[config.mk]
export PLATFORM = sky130hd
export DESIGN_NAME = and8_operand_collector
export DESIGN_NICKNAME = d
export VERILOG_FILES = /design/src/rtl/and8_operand_collector_pkg.sv /design/src/rtl/and8_operand_collector.sv
export SDC_FILE = /design/constraint.sdc
export NUM_CORES = 1
export LEC_CHECK = 0
export ABC_AREA = 1
export BUFFER_PORTS_ARGS = -buffer_cell sky130_fd_sc_hd__buf_2
export CAP_MARGIN = 30
export CORE_MARGIN = 3
export CORE_UTILIZATION = 40
export CTS_CLUSTER_SIZE = 20
export DETAILED_ROUTE_END_ITERATION = 6
export GPL_ROUTABILITY_DRIVEN = 0
export PLACE_DENSITY = 0.71
export SLEW_MARGIN = 25
export SYNTH_ARGS = -nofsm -noshare
export SYNTH_HDL_FRONTEND = slang
export SYNTH_SLANG_ARGS = --single-unit
[constraint.sdc]
create_clock -name clk -period 3.09 [get_ports clk]
set_input_delay 0.309 -clock clk [delete_from_list [all_inputs] [get_ports clk]]
set_output_delay 0.309 -clock clk [all_outputs]
set_load 0.02 [all_outputs]
[src/rtl/and8_operand_collector_pkg.sv]
// Shared constants, state type and default padding helper for the 8-operand collector.
package and8_operand_collector_pkg;

  localparam int NUM_SLOTS = 8;
  localparam int CNT_W     = 4;
  localparam logic [CNT_W-1:0] CNT_FULL = CNT_W'(NUM_SLOTS);
  localparam logic [CNT_W-1:0] CNT_ONE  = CNT_W'(1);

  typedef enum logic {
    FILL = 1'b0,
    HOLD = 1'b1
  } state_e;

  // All-ones of the requested width: the identity of a bitwise AND.
  function automatic logic [63:0] pad_default(input int unsigned w);
    if (w >= 64) return '1;
    return (64'd1 << w) - 64'd1;
  endfunction

endpackage

[src/rtl/and8_operand_collector.sv]
// Serial-to-parallel collector gathering eight operand words for the AND8 reducer.
// Define AND8_COLLECTOR_FLUSH_EN to add the flush input that pads a partial set.
module and8_operand_collector
  import and8_operand_collector_pkg::*;
#(
  parameter int               WIDTH     = 8,
  parameter logic [WIDTH-1:0] PAD_VALUE = WIDTH'(pad_default(WIDTH))
) (
  input  logic             clk,
  input  logic             rst_n,
  input  logic [WIDTH-1:0] in_data,
  input  logic             in_valid,
  output logic             in_ready,
`ifdef AND8_COLLECTOR_FLUSH_EN
  input  logic             flush,
`endif
  output logic [WIDTH-1:0] a,
  output logic [WIDTH-1:0] b,
  output logic [WIDTH-1:0] c,
  output logic [WIDTH-1:0] d,
  output logic [WIDTH-1:0] e,
  output logic [WIDTH-1:0] f,
  output logic [WIDTH-1:0] g,
  output logic [WIDTH-1:0] h,
  output logic             out_valid,
  input  logic             out_ready,
  output logic [CNT_W-1:0] fill_cnt
);

  // Handshakes: a beat moves on a rising edge where valid && ready; in HOLD,
  // in_ready mirrors out_ready so a new word is taken only in the transfer cycle.

  state_e           state_q, state_d;
  logic [CNT_W-1:0] fill_cnt_q, fill_cnt_d;
  logic [CNT_W-1:0] cnt_acc;
  logic [WIDTH-1:0] slot_q [NUM_SLOTS];
  logic [WIDTH-1:0] slot_d [NUM_SLOTS];
  logic             accept;
  logic             flush_req;

`ifdef AND8_COLLECTOR_FLUSH_EN
  assign flush_req = flush;
`else
  assign flush_req = 1'b0;
`endif

  assign in_ready  = (state_q == FILL) || out_ready;
  assign out_valid = (state_q == HOLD);
  assign accept    = in_valid && in_ready;
  assign fill_cnt  = fill_cnt_q;

  always_comb begin
    state_d    = state_q;
    fill_cnt_d = fill_cnt_q;
    slot_d     = slot_q;
    cnt_acc    = fill_cnt_q;
    case (state_q)
      FILL: begin
        if (accept) begin
          slot_d[fill_cnt_q[2:0]] = in_data;
          cnt_acc                 = fill_cnt_q + CNT_ONE;
        end
        fill_cnt_d = cnt_acc;
        if (cnt_acc == CNT_FULL) begin
          state_d = HOLD;
        end else if (flush_req && (fill_cnt_q != '0)) begin
          // Pad after any word stored this cycle; an empty set ignores flush.
          for (int i = 0; i < NUM_SLOTS; i++) begin
            if (CNT_W'(i) >= cnt_acc) slot_d[i] = PAD_VALUE;
          end
          fill_cnt_d = CNT_FULL;
          state_d    = HOLD;
        end
      end
      HOLD: begin
        if (out_ready) begin
          state_d = FILL;
          if (in_valid) begin
            slot_d[0]  = in_data;
            fill_cnt_d = CNT_ONE;
          end else begin
            fill_cnt_d = '0;
          end
        end
      end
      default: state_d = FILL;
    endcase
  end

  always_ff @(posedge clk or negedge rst_n) begin
    if (!rst_n) begin
      state_q    <= FILL;
      fill_cnt_q <= '0;
      for (int i = 0; i < NUM_SLOTS; i++) slot_q[i] <= '0;
    end else begin
      state_q    <= state_d;
      fill_cnt_q <= fill_cnt_d;
      slot_q     <= slot_d;
    end
  end

  assign a = slot_q[0];
  assign b = slot_q[1];
  assign c = slot_q[2];
  assign d = slot_q[3];
  assign e = slot_q[4];
  assign f = slot_q[5];
  assign g = slot_q[6];
  assign h = slot_q[7];

endmodule

==> impl_metrics.ini, run 1 <==
[yosys]
syn_nets = 279
ys_warn_count = 0
ys_ff_latch = 69
synth_top_area_share_pct = 64.61
yosysSeqAreaShare_pct = 64.61
ys_top_cells_by_area = dfrtp_1 (65%), nand2_1 (9.4%), o21ai_0 (7.5%)
netlist_area_mm2 = 0.002673
synthCells = 266
avgSynthCellArea_um2 = 10.05
synth_top_cell_by_area = dfrtp_1
yosysUniqueCellTypes = 23

[timing]
timing.hold.ws_ns = 0.3041
tns_ns = 0
fin_crit_sh_pct = 55.31
skew_ns = 0.008989
relSlewSlack_pct = 61.35
fin_crit_ns = 1.709
hold_viol = 0
tightest_slew_ns = 0.5779
slew_violations = 0
finalSetupViolations = 0
fmax_mhz = 585.2
rsz0062_at_grt = false

[floorplanning]
fp.dieArea_mm2 = 0.007698
rows = 29
dieHeight_um = 87.74
start_util_pct = 41.61
core_mm2 = 0.006422
die_w_um = 87.74
num_io_pins = 82

[clock_network]
clock_sinks = 69
htree_levels = 3
post_cts_resized = 0
cts_tree = done
cts-root-buf = clkbuf_8
numCtsBuffers = 9
clock_path_buffers = 2
clk_pin_slew_ns = 0.07
clock_latency_ns = 0.33

[layout]
fillers = 600
diodes = 0
drive_gt1_share_pct = 31.09
syn_to_final_growth_pct = 25.75
final_nets = 365

[drt]
vias = 2163
drt_wl_total_um = 6692
ant_nets = 0
drc_errors = 0
wl_per_cell_um = 15.42
first_pass_iters = 4
vias_per_cell = 4.984
drt-initial-drc-count = 157

[grt]
antenna_found_initial = 0
grt_pass1_wl_um = 10760
grt.overflow.total = 0
grt_pass1_vias = 2055
grt_max_degree = 32
grt_use_total_pct = 18.71

[pwr]
leakage_uw = 0.001746
vdd_drop_max_mv = 0.5610
power_density_mw_per_mm2 = 1233

[setup_path]
critPathMaxFanout = 16
worstSetupEndpointType = register
critPathRequiredTime_ns = 3.32
crit_type = reg -> reg
critPathLaunchType = register
arrival_ns = 1.94

[placed_design]
io_buffers = 81
hpwlAfterDp_um = 4661

[run]
max_cap_violations = 0

[run_status]
status = completed

[min_path]
hold_class = in -> reg
-- cell usage after synthesis, drive strengths merged --
| cell | instances |
|---|---|
| nand4 | 1 |
| inv | 15 |
| o21ai | 51 |
| dfrtp | 69 |
| a21boi | 1 |
| nand2 | 69 |
| nor3 | 3 |
| ha | 1 |
| nand3b | 1 |
| nand3 | 6 |
| a21oi | 18 |
| buf | 9 |
| xnor2 | 1 |
| o22ai | 1 |
| nor2 | 20 |
-- critical path, stage by stage (launching register included) --
cell     delay [ns]
dfrtp_1        0.51
inv_1          0.24
nand4_1        0.50
o21ai_0        0.35
-- layout make-up --
class / instances / area (um2) / area share, %
Sequential cell: 69 / 1727 / 51.38
Multi-Input combinational cell: 173 / 825.8 / 24.57
Timing Repair Buffer: 84 / 430.4 / 12.81
Clock buffer: 12 / 155.1 / 4.617
Tap cell: 77 / 96.34 / 2.867
Clock inverter: 4 / 70.07 / 2.085
Inverter: 15 / 56.30 / 1.675
-- routing by layer --
metal  wire, um  vias up  GRT usage, %  part of all wire, %
li1           -     1049             -                    -
met1       3127     1030         27.38                   47
met2       3001       77         26.85                   45
met3        484        7         4.610                  7.2
met4         78        0         7.252                  1.2
met5          0        -             0                    0
-- cell families (layout without fill, tap and decap cells) --
logic type	Yosys count	after routing	synth area share, %
xor+xnor	1	1	0.3278
fa+ha+maj	1	1	0.4681
flops	69	69	64.61
buf+inv	24	115	4.494
compound gates	71	71	13.72
simple gates	100	100	16.39
-- through the flow --
step / utilization (%) / setup WS [ns] / power (uW) / instances / cell area, um2
finish: 52.33 / 1.381 / 4144 / 434 / 3361
CTS: 52.33 / 1.382 / 4186 / 434 / 3361
global route: 52.33 / 1.106 / 4460 / 434 / 3361
global placement: 48.67 / 1.435 / 3299 / 417 / 3126
detailed placement: 48.67 / 1.398 / 3350 / 417 / 3126
floorplan: - / 1.614 / 2742 / 266 / 2673
-- power by group --
group          internal [uW]  total (uW)  switching [uW]  leakage [uW]
registers               1330        1620             290      0.000847
clock network            497         819             322      0.000116
logic                    562        1710            1150      0.000783
total                   2390        4140            1760       0.00175
-- flip-flops by register name, indices dropped and copies added, names as in the netlist --
signal,count
fill_cnt,4
g,8
a,8
f,8
h,8
d,8
out_valid,1
c,8
e,8
b,8
-- layout by cell type (no fill, tap or decap), drive strengths merged --
master and count:
nand2 69, nand3 6, bufinv 2, a21boi 1, a21oi 18, nor2 20
o22ai 1, dlygate4sd3 1, nand3b 1, ha 1, xnor2 1, inv 15
buf 83, clkinv 2, dfrtp 69, nand4 1, o21ai 51, nor3 3
clkbuf 12
-- repair_timing --
action                                  in CTS  in global routing
hold buffers                                 1                  0
endpoints found under the setup margin       0                  0
setup buffers                                0                  0
endpoints found under the hold margin       18                  0
-- final timing paths --
path	from	end	slack, ns	depth (start not counted)
hold / removal	out_ready	fill_cnt[0]	0.30	3
setup reg to reg	fill_cnt[2]	b[3]	1.38	3
setup / recovery	fill_cnt[2]	b[3]	1.38	3
max in group asynchronous	rst_n	e[1]	1.87	3
min in group asynchronous	rst_n	a[4]	0.46	2
hold reg to reg	a[4]	a[4]	0.48	2
Note: power is estimated with default switching activity, not from simulation.
==> run 2: changes to the inputs <==
- PLACE_DENSITY: 0.71 -> 0.73
- clock period: 3.09 -> 1.5 ns (I/O delays scaled with it)
==> run 2 against run 1 <==
Compared with the run above:
- critical path depth unchanged
- critical path type is now reg -> out
- worst hold slack got worse by 0.17 ns
- clock skew decreased by 0.0022 ns
- global-route usage increased by 0.15 points
- critical endpoint is now in_ready
- highest routed layer unchanged
- combinational power increased by 110%
==> impl_metrics.ini, run 2 (synthesis gave the netlist of run 1 again) <==
[setup_path]
critPathRequiredTime_ns = 1.35
worstSetupEndpointType = output port
crit_type = reg -> out
critPathMaxFanout = 7
path_cells = buf_4, nand2_2, buf_2
cp_num_buf_inv = 2
critPathLaunchType = register
r2r.worst_path.cells = 5
crit_slowest_cell = dfrtp_1
worst-path-stages = 3
arrival_ns = 1.27
reg2reg_from = out_valid
slowest_delay_ns = 0.44
path_delay_family = flip-flops
cp-startpoint = out_valid

[floorplanning]
start_util_pct = 41.61
core_mm2 = 0.006422
num_io_pins = 82
dieHeight_um = 87.74
die_w_um = 87.74
rows = 29
fp.dieArea_mm2 = 0.007698

[pwr]
total_power_uw = 8721
power_density_mw_per_mm2 = 2537
swShare_pct = 41.89
vdd_drop_max_mv = 1.140
power.switching_uw = 3653
p_seq_share_pct = 37.5
leakage_uw = 0.001771
p_comb_share_pct = 41.9
p_int_uw = 5068
clockPowerShare_pct = 20.6

[grt]
grt_pass1_vias = 2039
grt_use_total_pct = 18.86
antenna_found_initial = 0
grt_pass1_wl_um = 10790
grt_max_degree = 70
grt.overflow.total = 0

[timing]
tightest_slew_ns = 0.5135
tns_ns = 0
timing.final.ws_setup_ns = 0.07751
slew_violations = 0
rsz0062_at_grt = true
skew_ns = 0.006822
fmax_mhz = 703.0
hold_viol = 0
fin_crit_sh_pct = 94.83
fin_crit_ns = 1.422
timing.hold.ws_ns = 0.1352
finalSetupViolations = 0
relSlewSlack_pct = 65.77

[layout]
final_cell_mix = buf_2 (81), dfrtp_1 (68), nand2_1 (66), o21ai_0 (40), nor2_1 (19)
regArea_mm2 = 0.001728
layout_commonest_cell = buf_2
syn_to_final_growth_pct = 28.61
diodes = 0
fillers = 605
drive_gt1_share_pct = 32.87
final_cell_count_no_fill = 439
multi_input_area_um2 = 828.3
final_nets = 371

[clock_network]
htree_levels = 3
clk_pin_slew_ns = 0.07
cts-root-buf = clkbuf_8
numCtsBuffers = 9
clock_path_buffers = 2
clock_sinks = 69
cts_tree = done
clock_latency_ns = 0.34
cts_setup_buffers = 0

[drt]
drc_errors = 0
first_pass_iters = 4
wl_per_cell_um = 15.13
ant_nets = 0
vias_per_cell = 4.897
drt_wl_total_um = 6640
vias = 2150
drt-initial-drc-count = 161

[run_status]
status = completed

[placed_design]
dp.cells = 423
hpwlAfterDp_um = 4480
pre_cts_slack_ns = 0.07529
io_buffers = 81

[min_path]
min_from = out_ready
hold_class = in -> reg
min_path_cells = 3

[run]
max_cap_violations = 0
run 2: cell types whose count changed in the layout (fill, tap and decap cells not counted), moves of 2 or more:
cell        before  now
buf_4            2    6
clkinvlp_4       0    3
clkbuf_8        11    9
clkinv_2         2    0
run 2: power by group through the flow:
| stage | clock network (uW) | logic, uW | registers [uW] |
|---|---|---|---|
| global placement | 0 | 3590 | 3300 |
| CTS | 1840 | 3690 | 3280 |
| floorplan | 0 | 1300 | 4350 |
| finish | 1790 | 3650 | 3270 |
| global route | 1930 | 4050 | 3410 |
| detailed placement | 0 | 3680 | 3300 |
run 2: through the flow:
stage	utilization [%]	area (um2)
2_1_floorplan	-	2673
4_1_cts	53.44	3432
3_3_place_gp	49.56	3183
3_5_place_dp	49.56	3183
6_report	53.52	3437
5_1_grt	53.52	3437
run 2: timing repair:
item | CTS | global route
pin swaps | 0 | 0
setup endpoints to repair | 1 | 34
gates resized for setup | 1 | 2
hold endpoints to repair | 69 | 0
hold buffers | 1 | 0
cloned | 0 | 0
run 2: worst register-to-register path, stage by stage (launching register included):
cell     delay [ns]
dfrtp_1        0.44
inv_2          0.10
nand2_2        0.06
nor2_2         0.18
nand3_2        0.28
o21ai_0        0.27
run 2: final timing paths:
| path | to | slack [ns] |
|---|---|---|
| setup / recovery | in_ready | 0.08 |
| min in group asynchronous | b[6] | 0.35 |
| hold reg to reg | c[7] | 0.48 |
| hold / removal | fill_cnt[0] | 0.14 |
| setup reg to reg | c[3] | 0.09 |
| max in group asynchronous | b[3] | 0.84 |
run 2: area by class of cell:
class | instances | share of cell area (%)
well taps | 77 | 2.803
flip-flops and latches | 69 | 50.27
clock buffers | 9 | 3.604
inverters | 15 | 1.638
repair buffers | 90 | 14.31
clock inverters | 6 | 3.276
multi-input cells | 173 | 24.10
run 2: per-layer routing:
metal  vias up  global-route usage [%]  routed length [um]
li1       1059                       -                   -
met1      1018                   27.80                3178
met4         0                   7.950                  91
met2        64                   26.71                2980
met3         9                   4.421                 390
met5         -                       0                   0
==> run 3: changes to the inputs <==
- CELL_PAD_IN_SITES_DETAIL_PLACEMENT: not set -> 0
- CELL_PAD_IN_SITES_GLOBAL_PLACEMENT: not set -> 1
- CORE_UTILIZATION: 40 -> 34
- PLACE_DENSITY: 0.73 -> 0.8
==> run 3 against run 2 <==
Compared with the run above:
- clock power fell by 12%
- fmax rose by 3.3%
- largest power group unchanged
- worst hold slack got worse by 0.0030 ns
- design area rose by 0.55%
- critical path type is now reg -> reg
- via count fell by 1.1%
- first-iteration DRC count fell by 54%
- sequential power barely moved
- highest routed layer unchanged
- final cell count rose by 5.2%
- critical path depth rose by 3
==> impl_metrics.ini, run 3 (synthesis gave the netlist of run 1 again) <==
[drt]
drt-initial-drc-count = 74
drc_errors = 0
wl_per_cell_um = 14.75
vias = 2126
vias_per_cell = 4.602
drt_wl_total_um = 6814
ant_nets = 0
first_pass_iters = 4

[clock_network]
clock_latency_ns = 0.34
cts_tree = done
numCtsBuffers = 9
clk_pin_slew_ns = 0.08
clock_sinks = 69
clock_path_buffers = 2
htree_levels = 3
cts-root-buf = clkbuf_8

[timing]
rsz0062_at_grt = true
timing.hold.ws_ns = 0.1322
fmax_mhz = 726.3
slew_violations = 0
fin_crit_ns = 1.377
finalSetupViolations = 0
tightest_slew_ns = 0.5612
timing.final.ws_setup_ns = 0.1232
hold_viol = 0
relSlewSlack_pct = 62.58
skew_ns = 0.007513
fin_crit_sh_pct = 91.79

[floorplanning]
core_mm2 = 0.007447
rows = 31
fp.dieArea_mm2 = 0.008961
die_w_um = 94.66
start_util_pct = 35.89
dieHeight_um = 94.66
num_io_pins = 82

[setup_path]
crit_type = reg -> reg
critPathLaunchType = register
r2r_slack_ns = 0.12
critPathRequiredTime_ns = 1.72
r2r_end = e[6]
critPathMaxFanout = 16
reg2reg_from = out_valid
arrival_ns = 1.59
worstSetupEndpointType = register
r2r.worst_path.cells = 6

[placed_design]
dp.cells = 445
placed_area_mm2 = 0.003211
hpwlAfterDp_um = 4596
pre_cts_slack_ns = 0.04098
io_buffers = 81

[layout]
regArea_mm2 = 0.001729
drive_gt1_share_pct = 33.33
multi_input_area_um2 = 840.8
stdcell_area_mm2 = 0.003456
syn_to_final_growth_pct = 29.31
final_cell_count_no_fill = 462
fillers = 761
final_nets = 371
final_cell_mix = buf_2 (81), dfrtp_1 (67), nand2_1 (66), o21ai_0 (40), nor2_1 (19)
diodes = 0
layout_commonest_cell = buf_2

[pwr]
power_density_mw_per_mm2 = 2468
leakage_uw = 0.001766
vdd_drop_max_mv = 0.9462

[min_path]
whs_endpoint = fill_cnt[0]
hold_class = in -> reg
min_path_cells = 3
min_from = out_ready

[grt]
grt_pass1_vias = 2053
grt_use_total_pct = 16.04
grt_max_degree = 70
grt.overflow.total = 0
antenna_found_initial = 0
grt_pass1_wl_um = 10670

[run_status]
status = completed

[run]
max_cap_violations = 0
-- run 3: changes by cell type in the layout (fill, tap and decap cells not counted) --
cell,before,now
nor2_2,1,0
buf_4,6,5
bufinv_16,3,1
dfrtp_1,68,67
clkinvlp_4,3,2
clkinv_2,0,1
clkbuf_8,9,11
nand3_4,0,1
clkinv_4,0,1
dfrtp_2,1,2
nor2_4,0,1
buf_6,1,2
nand3_2,3,2
-- run 3: what timing repair did --
| item | 4_1_cts | 5_1_grt |
|---|---|---|
| endpoints found under the setup margin | 0 | 42 |
| hold endpoints to repair | 69 | 0 |
| hold buffers | 1 | 0 |
| resized for setup | 0 | 7 |
| setup buffers | 0 | 0 |
-- run 3: layer usage --
| layer | GRT usage (%) | up-vias | part of all wire [%] |
|---|---|---|---|
| li1 | - | 1056 | - |
| met1 | 21.48 | 1007 | 46 |
| met2 | 24.02 | 56 | 46 |
| met3 | 4.303 | 7 | 6.7 |
| met4 | 7.933 | 0 | 1.0 |
| met5 | 0 | - | 0 |
-- run 3: power by group --
part	switching, uW	internal [uW]
Combinational	2410	1250
Clock	712	858
Sequential	560	2740
-- run 3: final cells by class --
cell class	instances	share of cell area, %
Sequential cell	69	50.04
Multi-Input combinational cell	173	24.33
Timing Repair Buffer	90	14.34
Clock buffer	11	4.381
Tap cell	99	3.584
Clock inverter	5	1.702
Inverter	15	1.629
-- run 3: worst max-delay path, stage by stage (launching register included) --
cell,delay (ns)
dfrtp_2,0.46
inv_2,0.09
nand2_2,0.07
nor2_4,0.15
nand3_2,0.26
nand2_1,0.12
o21ai_0,0.09
-- run 3: stage by stage --
| stage | utilization (%) | power [uW] | setup TNS (ns) |
|---|---|---|---|
| after CTS | 46.07 | 8612 | 0 |
| after global placement | 43.11 | 6934 | 0 |
| after detailed placement | 43.11 | 6991 | 0 |
| after floorplan | - | 5649 | 0 |
| final | 46.40 | 8529 | 0 |
| after global routing | 46.40 | 9186 | -0.1300 |
-- run 3: worst max path at each step --
stage	slack, ns	startpoint	end
after global routing	-0.04	out_valid	e[5]
after floorplan	0.02	out_valid	out_valid
after global placement	0.08	out_valid	e[1]
after detailed placement	0.04	out_valid	e[0]
final	0.12	out_valid	e[6]
after CTS	0.03	out_valid	g[1]
